===== src/rtl/anton_neopixel_stream_decoder_if.sv =====
// Pixel-buffer write port driven by the NeoPixel stream decoder.
interface anton_neopixel_stream_decoder_if #(
  parameter int unsigned BUFFER_BITS = 3
);
  logic                   pixelWrite;
  logic [BUFFER_BITS-1:0] pixelAddr;
  logic [23:0]            pixelData;

  modport master (output pixelWrite, output pixelAddr, output pixelData);
  modport slave  (input  pixelWrite, input  pixelAddr, input  pixelData);
endinterface


===== src/rtl/anton_neopixel_stream_decoder.sv =====
// WS2812-style stream decoder: measures high-pulse widths at 8 ticks/bit, assembles
// 24-bit MSB-first pixels into a pixel buffer and flags the latch gap as frame end.
module anton_neopixel_stream_decoder #(
  parameter int unsigned BUFFER_END    = 7,
  parameter int unsigned ONE_THRESHOLD = 4,
  parameter int unsigned MAX_HIGH      = 7,
  parameter int unsigned RESET_TICKS   = 320,
  localparam int unsigned BUFFER_BITS  = $clog2(BUFFER_END + 1),
  localparam int unsigned COUNT_BITS   = $clog2(BUFFER_END + 2)
) (
  input  logic                   clk6_4mhz,
  input  logic                   syncReset,
  input  logic                   enable,
  input  logic                   regCtrl32bit,
  input  logic                   streamInput,
  anton_neopixel_stream_decoder_if.master pix,
  output logic                   frameDone,
  output logic [COUNT_BITS-1:0]  pixelCount,
  output logic                   overflow,
  output logic                   bitError,
  output logic [1:0]             state
);

  localparam int unsigned HCNT_W = 4;
  localparam int unsigned LCNT_W = 12;
  localparam int unsigned BIT_W  = 5;
  // Two spare bits let the address step past BUFFER_END without wrapping.
  localparam int unsigned ADDR_W = BUFFER_BITS + 2;

  typedef enum logic [1:0] {
    ST_SYNC = 2'd0,
    ST_IDLE = 2'd1,
    ST_HIGH = 2'd2,
    ST_LOW  = 2'd3
  } state_e;

  logic                   sync1_q;
  logic                   s_q;
  logic                   s_prev_q;
  state_e                 state_q,       state_d;
  logic [HCNT_W-1:0]      high_cnt_q,    high_cnt_d;
  logic [LCNT_W-1:0]      low_cnt_q,     low_cnt_d;
  logic [BIT_W-1:0]       bit_idx_q,     bit_idx_d;
  logic [23:0]            shift_q,       shift_d;
  logic [ADDR_W-1:0]      addr_q,        addr_d;
  logic [COUNT_BITS-1:0]  frame_cnt_q,   frame_cnt_d;
  logic                   mode32_q,      mode32_d;
  logic                   pixel_write_q, pixel_write_d;
  logic [BUFFER_BITS-1:0] pixel_addr_q,  pixel_addr_d;
  logic [23:0]            pixel_data_q,  pixel_data_d;
  logic                   frame_done_q,  frame_done_d;
  logic [COUNT_BITS-1:0]  pixel_count_q, pixel_count_d;
  logic                   overflow_q,    overflow_d;
  logic                   bit_error_q,   bit_error_d;

  logic                   rise_c;
  logic                   fall_c;
  logic                   new_bit_c;
  logic [23:0]            shift_next_c;
  logic [ADDR_W-1:0]      addr_last_c;
  logic                   in_range_c;
  logic [ADDR_W-1:0]      addr_step_c;

  // Edge detection and pixel address range test.
  always_comb begin
    rise_c       = s_q & ~s_prev_q;
    fall_c       = ~s_q & s_prev_q;
    new_bit_c    = (32'(high_cnt_q) >= ONE_THRESHOLD);
    shift_next_c = {shift_q[22:0], new_bit_c};
    addr_last_c  = mode32_q ? (addr_q | ADDR_W'(3)) : addr_q;
    in_range_c   = (32'(addr_last_c) <= BUFFER_END);
    addr_step_c  = mode32_q ? ADDR_W'(4) : ADDR_W'(1);
  end

  // Next-state and registered-output logic.
  always_comb begin
    state_d       = state_q;
    high_cnt_d    = high_cnt_q;
    low_cnt_d     = low_cnt_q;
    bit_idx_d     = bit_idx_q;
    shift_d       = shift_q;
    addr_d        = addr_q;
    frame_cnt_d   = frame_cnt_q;
    mode32_d      = mode32_q;
    pixel_write_d = 1'b0;
    pixel_addr_d  = pixel_addr_q;
    pixel_data_d  = pixel_data_q;
    frame_done_d  = 1'b0;
    pixel_count_d = pixel_count_q;
    overflow_d    = overflow_q;
    bit_error_d   = 1'b0;

    // Saturating run-length counters, each cleared by the opposite level.
    if (s_q) begin
      low_cnt_d = '0;
      if (rise_c)
        high_cnt_d = HCNT_W'(1);
      else if (high_cnt_q != '1)
        high_cnt_d = high_cnt_q + HCNT_W'(1);
    end else begin
      high_cnt_d = '0;
      if (fall_c)
        low_cnt_d = LCNT_W'(1);
      else if (low_cnt_q != '1)
        low_cnt_d = low_cnt_q + LCNT_W'(1);
    end

    case (state_q)
      ST_SYNC: begin
        if (!s_q && 32'(low_cnt_d) >= RESET_TICKS)
          state_d = ST_IDLE;
      end

      ST_IDLE: begin
        if (rise_c) begin
          state_d     = ST_HIGH;
          mode32_d    = regCtrl32bit;
          addr_d      = '0;
          bit_idx_d   = '0;
          frame_cnt_d = '0;
          overflow_d  = 1'b0;
        end
      end

      ST_HIGH: begin
        if (s_q && 32'(high_cnt_d) > MAX_HIGH) begin
          bit_error_d = 1'b1;
          state_d     = ST_SYNC;
        end else if (fall_c) begin
          shift_d = shift_next_c;
          state_d = ST_LOW;
          if (bit_idx_q == BIT_W'(23)) begin
            bit_idx_d    = '0;
            pixel_data_d = shift_next_c;
            pixel_addr_d = addr_q[BUFFER_BITS-1:0];
            if (in_range_c) begin
              pixel_write_d = 1'b1;
              addr_d        = addr_q + addr_step_c;
              frame_cnt_d   = frame_cnt_q + COUNT_BITS'(1);
            end else begin
              overflow_d = 1'b1;
            end
          end else begin
            bit_idx_d = bit_idx_q + BIT_W'(1);
          end
        end
      end

      ST_LOW: begin
        if (rise_c) begin
          state_d = ST_HIGH;
        end else if (32'(low_cnt_d) >= RESET_TICKS) begin
          state_d       = ST_IDLE;
          frame_done_d  = 1'b1;
          pixel_count_d = frame_cnt_q;
          // A frame ending mid-pixel drops the partial pixel.
          if (bit_idx_q != '0) begin
            bit_error_d = 1'b1;
            bit_idx_d   = '0;
            shift_d     = '0;
          end
        end
      end

      default: state_d = ST_SYNC;
    endcase

    if (!enable) begin
      state_d       = ST_SYNC;
      high_cnt_d    = '0;
      low_cnt_d     = '0;
      bit_idx_d     = '0;
      shift_d       = '0;
      addr_d        = '0;
      frame_cnt_d   = '0;
      pixel_write_d = 1'b0;
      frame_done_d  = 1'b0;
      bit_error_d   = 1'b0;
    end
  end

  always_ff @(posedge clk6_4mhz) begin
    if (syncReset) begin
      sync1_q       <= 1'b0;
      s_q           <= 1'b0;
      s_prev_q      <= 1'b0;
      state_q       <= ST_SYNC;
      high_cnt_q    <= '0;
      low_cnt_q     <= '0;
      bit_idx_q     <= '0;
      shift_q       <= '0;
      addr_q        <= '0;
      frame_cnt_q   <= '0;
      mode32_q      <= 1'b0;
      pixel_write_q <= 1'b0;
      pixel_addr_q  <= '0;
      pixel_data_q  <= '0;
      frame_done_q  <= 1'b0;
      pixel_count_q <= '0;
      overflow_q    <= 1'b0;
      bit_error_q   <= 1'b0;
    end else begin
      sync1_q       <= streamInput;
      s_q           <= sync1_q;
      s_prev_q      <= s_q;
      state_q       <= state_d;
      high_cnt_q    <= high_cnt_d;
      low_cnt_q     <= low_cnt_d;
      bit_idx_q     <= bit_idx_d;
      shift_q       <= shift_d;
      addr_q        <= addr_d;
      frame_cnt_q   <= frame_cnt_d;
      mode32_q      <= mode32_d;
      pixel_write_q <= pixel_write_d;
      pixel_addr_q  <= pixel_addr_d;
      pixel_data_q  <= pixel_data_d;
      frame_done_q  <= frame_done_d;
      pixel_count_q <= pixel_count_d;
      overflow_q    <= overflow_d;
      bit_error_q   <= bit_error_d;
    end
  end

  assign pix.pixelWrite = pixel_write_q;
  assign pix.pixelAddr  = pixel_addr_q;
  assign pix.pixelData  = pixel_data_q;
  assign frameDone      = frame_done_q;
  assign pixelCount     = pixel_count_q;
  assign overflow       = overflow_q;
  assign bitError       = bit_error_q;
  assign state          = state_q;

endmodule

===== src/flat_wrapper.sv =====
// flat-port wrapper written by rule: the top's interface ports become plain ports
module anton_neopixel_stream_decoder_flat 
#(
  parameter int unsigned BUFFER_END    = 7,
  parameter int unsigned ONE_THRESHOLD = 4,
  parameter int unsigned MAX_HIGH      = 7,
  parameter int unsigned RESET_TICKS   = 320,
  localparam int unsigned BUFFER_BITS  = $clog2(BUFFER_END + 1),
  localparam int unsigned COUNT_BITS   = $clog2(BUFFER_END + 2)
)
  (clk6_4mhz, syncReset, enable, regCtrl32bit, streamInput, frameDone, pixelCount, overflow, bitError, state, pix_pixelWrite, pix_pixelAddr, pix_pixelData);
  anton_neopixel_stream_decoder_if pix_i ();
  input  logic clk6_4mhz;
  input  logic syncReset;
  input  logic enable;
  input  logic regCtrl32bit;
  input  logic streamInput;
  output logic frameDone;
  output logic [COUNT_BITS-1:0] pixelCount;
  output logic overflow;
  output logic bitError;
  output logic [1:0] state;
  output wire logic [$bits(pix_i.pixelWrite)-1:0] pix_pixelWrite;
  output wire logic [$bits(pix_i.pixelAddr)-1:0] pix_pixelAddr;
  output wire logic [$bits(pix_i.pixelData)-1:0] pix_pixelData;
  assign pix_pixelWrite = pix_i.pixelWrite;
  assign pix_pixelAddr = pix_i.pixelAddr;
  assign pix_pixelData = pix_i.pixelData;
  anton_neopixel_stream_decoder #(.BUFFER_END(BUFFER_END), .ONE_THRESHOLD(ONE_THRESHOLD), .MAX_HIGH(MAX_HIGH), .RESET_TICKS(RESET_TICKS)) u_core (.clk6_4mhz(clk6_4mhz), .syncReset(syncReset), .enable(enable), .regCtrl32bit(regCtrl32bit), .streamInput(streamInput), .pix(pix_i), .frameDone(frameDone), .pixelCount(pixelCount), .overflow(overflow), .bitError(bitError), .state(state));
endmodule

===== config.mk =====
export PLATFORM = sky130hd
export DESIGN_NAME = anton_neopixel_stream_decoder_flat
export DESIGN_NICKNAME = d
export VERILOG_FILES = /design/src/rtl/anton_neopixel_stream_decoder_if.sv /design/src/rtl/anton_neopixel_stream_decoder.sv /design/src/flat_wrapper.sv
export SDC_FILE = /design/constraint.sdc
export NUM_CORES = 1
export LEC_CHECK = 0
export CORE_UTILIZATION = 50
export DETAILED_ROUTE_END_ITERATION = 8
export PLACE_DENSITY = 0.75
export SYNTH_ARGS = -nofsm -noshare
export SYNTH_HDL_FRONTEND = slang
export SYNTH_SLANG_ARGS = --single-unit

===== constraint.sdc =====
create_clock -name clk6_4mhz -period 2 [get_ports clk6_4mhz]
set_input_delay 0.2 -clock clk6_4mhz [delete_from_list [all_inputs] [get_ports clk6_4mhz]]
set_output_delay 0.2 -clock clk6_4mhz [all_outputs]
set_load 0.01 [all_outputs]

==> results by group <==
STA
  • Worst-Margin Slew: 514 ps
  • Pins over their slew limit: 0
  • Final Hold Viols: 0
  • Crit share post-route: 105%
  • Post-Route Skew: ~12 ps
  • Post-route setup slack: -96.1 ps
  • F_max: 477 MHz
  • Fin Setup TNS: -1770 ps
  • Minimum clock period after layout: 2100 ps
  • Hold Slack: 412 ps
  • Slew margin rel.: 65.4%
  • Unrepaired setup endpoints after global routing: true
  • Final setup vio count: 29

Power and ir drop
  • Comb pwr share: 2.8%
  • Net Sw Frac: 23.5%
  • Internal power: 2.52 mW
  • Leak: 1.83 nW
  • Tot Pwr: approximately 3.3 mW
  • NetSw: roughly 780 uW
  • Flop pwr share: 57.0%
  • Clock share of power: 40.2%
  • Max VDD drop: 0.000357 V
  • Pwr Density: around 670 nW/um^2

Critical path
  • Worst-path fanout max: 5
  • Worst-case reg-to-reg path depth: 9
  • Required @ worst endpoint: roughly 2300 ps
  • CP endpoint kind: flip-flop
  • Worst Setup Start Kind: flip-flop
  • Kind of critical path: flip-flop to flip-flop
  • Crit path DAT: roughly 2400 ps

Routing
  • Vias: 3249
  • DRT iter0 DRCs: ~130
  • Final ANT Viol Nets: 0
  • DRT Pass-1 Iters: 5
  • Via density: between 5 and 6
  • WL final: 8380 microns
  • Drt wl/cell: 13.8 microns
  • Remaining DRCs: 0

Logic synthesis
  • Mean Syn Cell Area: ~9.0 sq um
  • Netlist Area Pre-Place: approximately 3800 sq um
  • Most used DFF post-synth: dfxtp_1
  • Flops & latches, synth: 94
  • Mux contribution to synthesized area: between 2 and 2.5%
  • Post-synthesis simple-gate area fraction: 22.0%
  • Synth Area in XOR/XNOR: 1.60%
  • YS warnings: 0
  • Register area share after synthesis: roughly half
  • Adder-cell share of the synthesized area: 2.95%
  • Synthesized Nets: 439
  • Ys async rst share: 0%
  • Synth unique cells: 58
  • Post-synthesis compound-gate area fraction: 17.0%
  • EDFF count, synth: 0
  • Post-synthesis instance total: 425
  • Largest family of logic cells by synthesized area: simple AND/OR/NAND/NOR gates

Floorplan
  • Core Region: 7330 sq um
  • Initial Util: 52.1%
  • Die Width: 89.4 microns
  • FP Rows: 31
  • Die area: 7990 sq um
  • I/O Pins: 42
  • Die Height: roughly 89 microns

Final layout
  • Nets@finish: 517
  • Most common cell after layout, fill and taps aside: dfxtp_1
  • Area grow syn2layout: 29.7%
  • Fill count: 555
  • Ant diodes: 0
  • Most frequent cells in the layout: dfxtp_1, nand2_1, nor2_1, buf_4, clkdlybuf4s50_1
  • Post-Layout Cell Count: roughly 610
  • Share of layout cells above drive strength 1: 21.5%
  • Post-layout util: approximately two thirds

Global routing
  • GRT Util Overall: 22.3%
  • Initial antenna violation count: 0
  • Largest net degree at the start of global routing: 37
  • First-pass GRT wire length: 13800 microns
  • Vias in the first global route: between 3000 and 4000
  • Total grt overflow: 0

Clock tree
  • Root buf cell: clkbuf_8
  • # hold bufs at CTS: 0
  • TritonCTS buffer count: 9
  • CTS tree: done
  • Clock Path Buffers: 2
  • Clock Latency Late Sink: 360 ps
  • CTS Sinks: 94
  • Reg clk slew, reported paths: 100 ps
  • H-tree depth: 3

Hold path
  • Worst Hold Depth: 2
  • Worst Hold Class: input port to flip-flop

Outcome
  • Failing checks: negative setup slack
  • Outcome: complete, but fails checks

Place
  • Placed cells: about 590
  • Placer congestion estimate: 0.833
  • DP HPWL: 5570 microns
  • Number of port buffers: 41

Job
  • Max cap viols: 0
through the flow:
stage               setup WS, ps  area, sq um
global placement            -146         4560
detailed placement          -191         4560
global route                -181         4950
floorplan                   -108         3830
finish                     -96.1         4950
CTS                        -40.1         4890
sequential cells by signal, indices dropped and copies added, names as in the netlist:
| register | count |
|---|---|
| u_core.pix.pixelData | 24 |
| u_core.shift_q | 23 |
| u_core.low_cnt_q | 12 |
| u_core.addr_q | 5 |
| u_core.bit_idx_q | 5 |
| u_core.frame_cnt_q | 4 |
| u_core.high_cnt_q | 4 |
| u_core.pixelCount | 4 |
| u_core.pix.pixelAddr | 3 |
| u_core.state | 2 |
| u_core.bitError | 1 |
| u_core.frameDone | 1 |
| u_core.mode32_q | 1 |
| u_core.overflow | 1 |
| u_core.pix.pixelWrite | 1 |
| u_core.s_prev_q | 1 |
| u_core.s_q | 1 |
| u_core.sync1_q | 1 |
final timing paths:
| kind | startpoint | end | slack (ps) |
|---|---|---|---|
| max | u_core.low_cnt_q[3]$_SDFF_PP0_ | u_core.bit_idx_q[0]$_SDFFE_PP0P_ | -100 |
| min | streamInput | u_core.sync1_q$_SDFF_PP0_ | 410 |
| max reg2reg | u_core.low_cnt_q[3]$_SDFF_PP0_ | u_core.bit_idx_q[0]$_SDFFE_PP0P_ | -100 |
| min reg2reg | u_core.sync1_q$_SDFF_PP0_ | u_core.s_q$_SDFF_PP0_ | 460 |
cell usage after synthesis, drive strengths merged, types with 2 or more instances:
master	n	area, sq um
dfxtp	94	1880
nand2	67	251
nor2	48	180
a21oi	38	190
a22o	24	214
clkbuf	16	71.3
nand3	14	70.1
nor3	13	65.1
o21ai	13	68.8
ha	9	113
inv	8	30.0
mux2i	8	80.1
buf	7	75.1
nor2b	5	31.3
and2	4	28.8
nand2b	4	25.0
nand4	4	40.0
xor2	4	35.0
a31oi	3	18.8
and3	3	23.8
and4	3	27.5
or2	3	18.8
xnor2	3	26.3
a211oi	2	15.0
a22oi	2	15.0
a31o	2	17.5
dlygate4sd1	2	17.5
nand3b	2	15.0
nor4b	2	23.8
layer usage:
metal	GRT usage, %	vias up	routed length, microns
met3	2.77	9	219
met5	0	-	0
met2	39.1	52	4210
met4	8.08	0	118
met1	28.2	1558	3830
li1	-	1630	-
timing repair:
action                                  CTS  global route
pin swaps                                 8            12
gates resized for setup                  28            15
hold endpoints to repair                  0             0
cloned                                    0             1
buffers inserted                          2             1
endpoints found under the setup margin   33            38
cells by family after synthesis:
| group | after synthesis |
|---|---|
| AO/OA/AOI/OAI | 97 |
| XOR/XNOR | 7 |
| adder cells (fa/ha/maj) | 9 |
| buffers and inverters | 33 |
| flip-flops | 94 |
| multiplexers | 8 |
| AND/OR/NAND/NOR | 177 |
power groups by stage:
stage / Clock [mW] / Sequential (mW) / Combinational, mW
after floorplan: 0 / 1.92 / 0.0539
after global placement: 0 / 1.92 / 0.0816
after detailed placement: 0 / 1.92 / 0.0826
after CTS: 1.36 / 1.88 / 0.0896
after global routing: 1.43 / 1.88 / 0.103
final: 1.33 / 1.88 / 0.0940
layout make-up:
class / count / area, sq um / share of cell area [%]
multi-input combinational: 298 / 1850 / 37.4
timing repair buffer: 92 / 836 / 16.9
clock inverter: 7 / 92.6 / 1.87
inverter: 8 / 30.0 / 0.606
sequential: 94 / 1890 / 38.2
clock buffer: 9 / 124 / 2.50
tap: 99 / 124 / 2.50
worst max-delay path: stages, from the launching register on:
cell	delay [ps]
dfxtp_2	370
and4_4	270
nand4_4	140
and3_4	180
o2111a_2	280
buf_6	130
o31a_1	330
buf_6	150
a21oi_2	100
nor2_1	40
No activity file was read; power rests on OpenSTA's default activity.
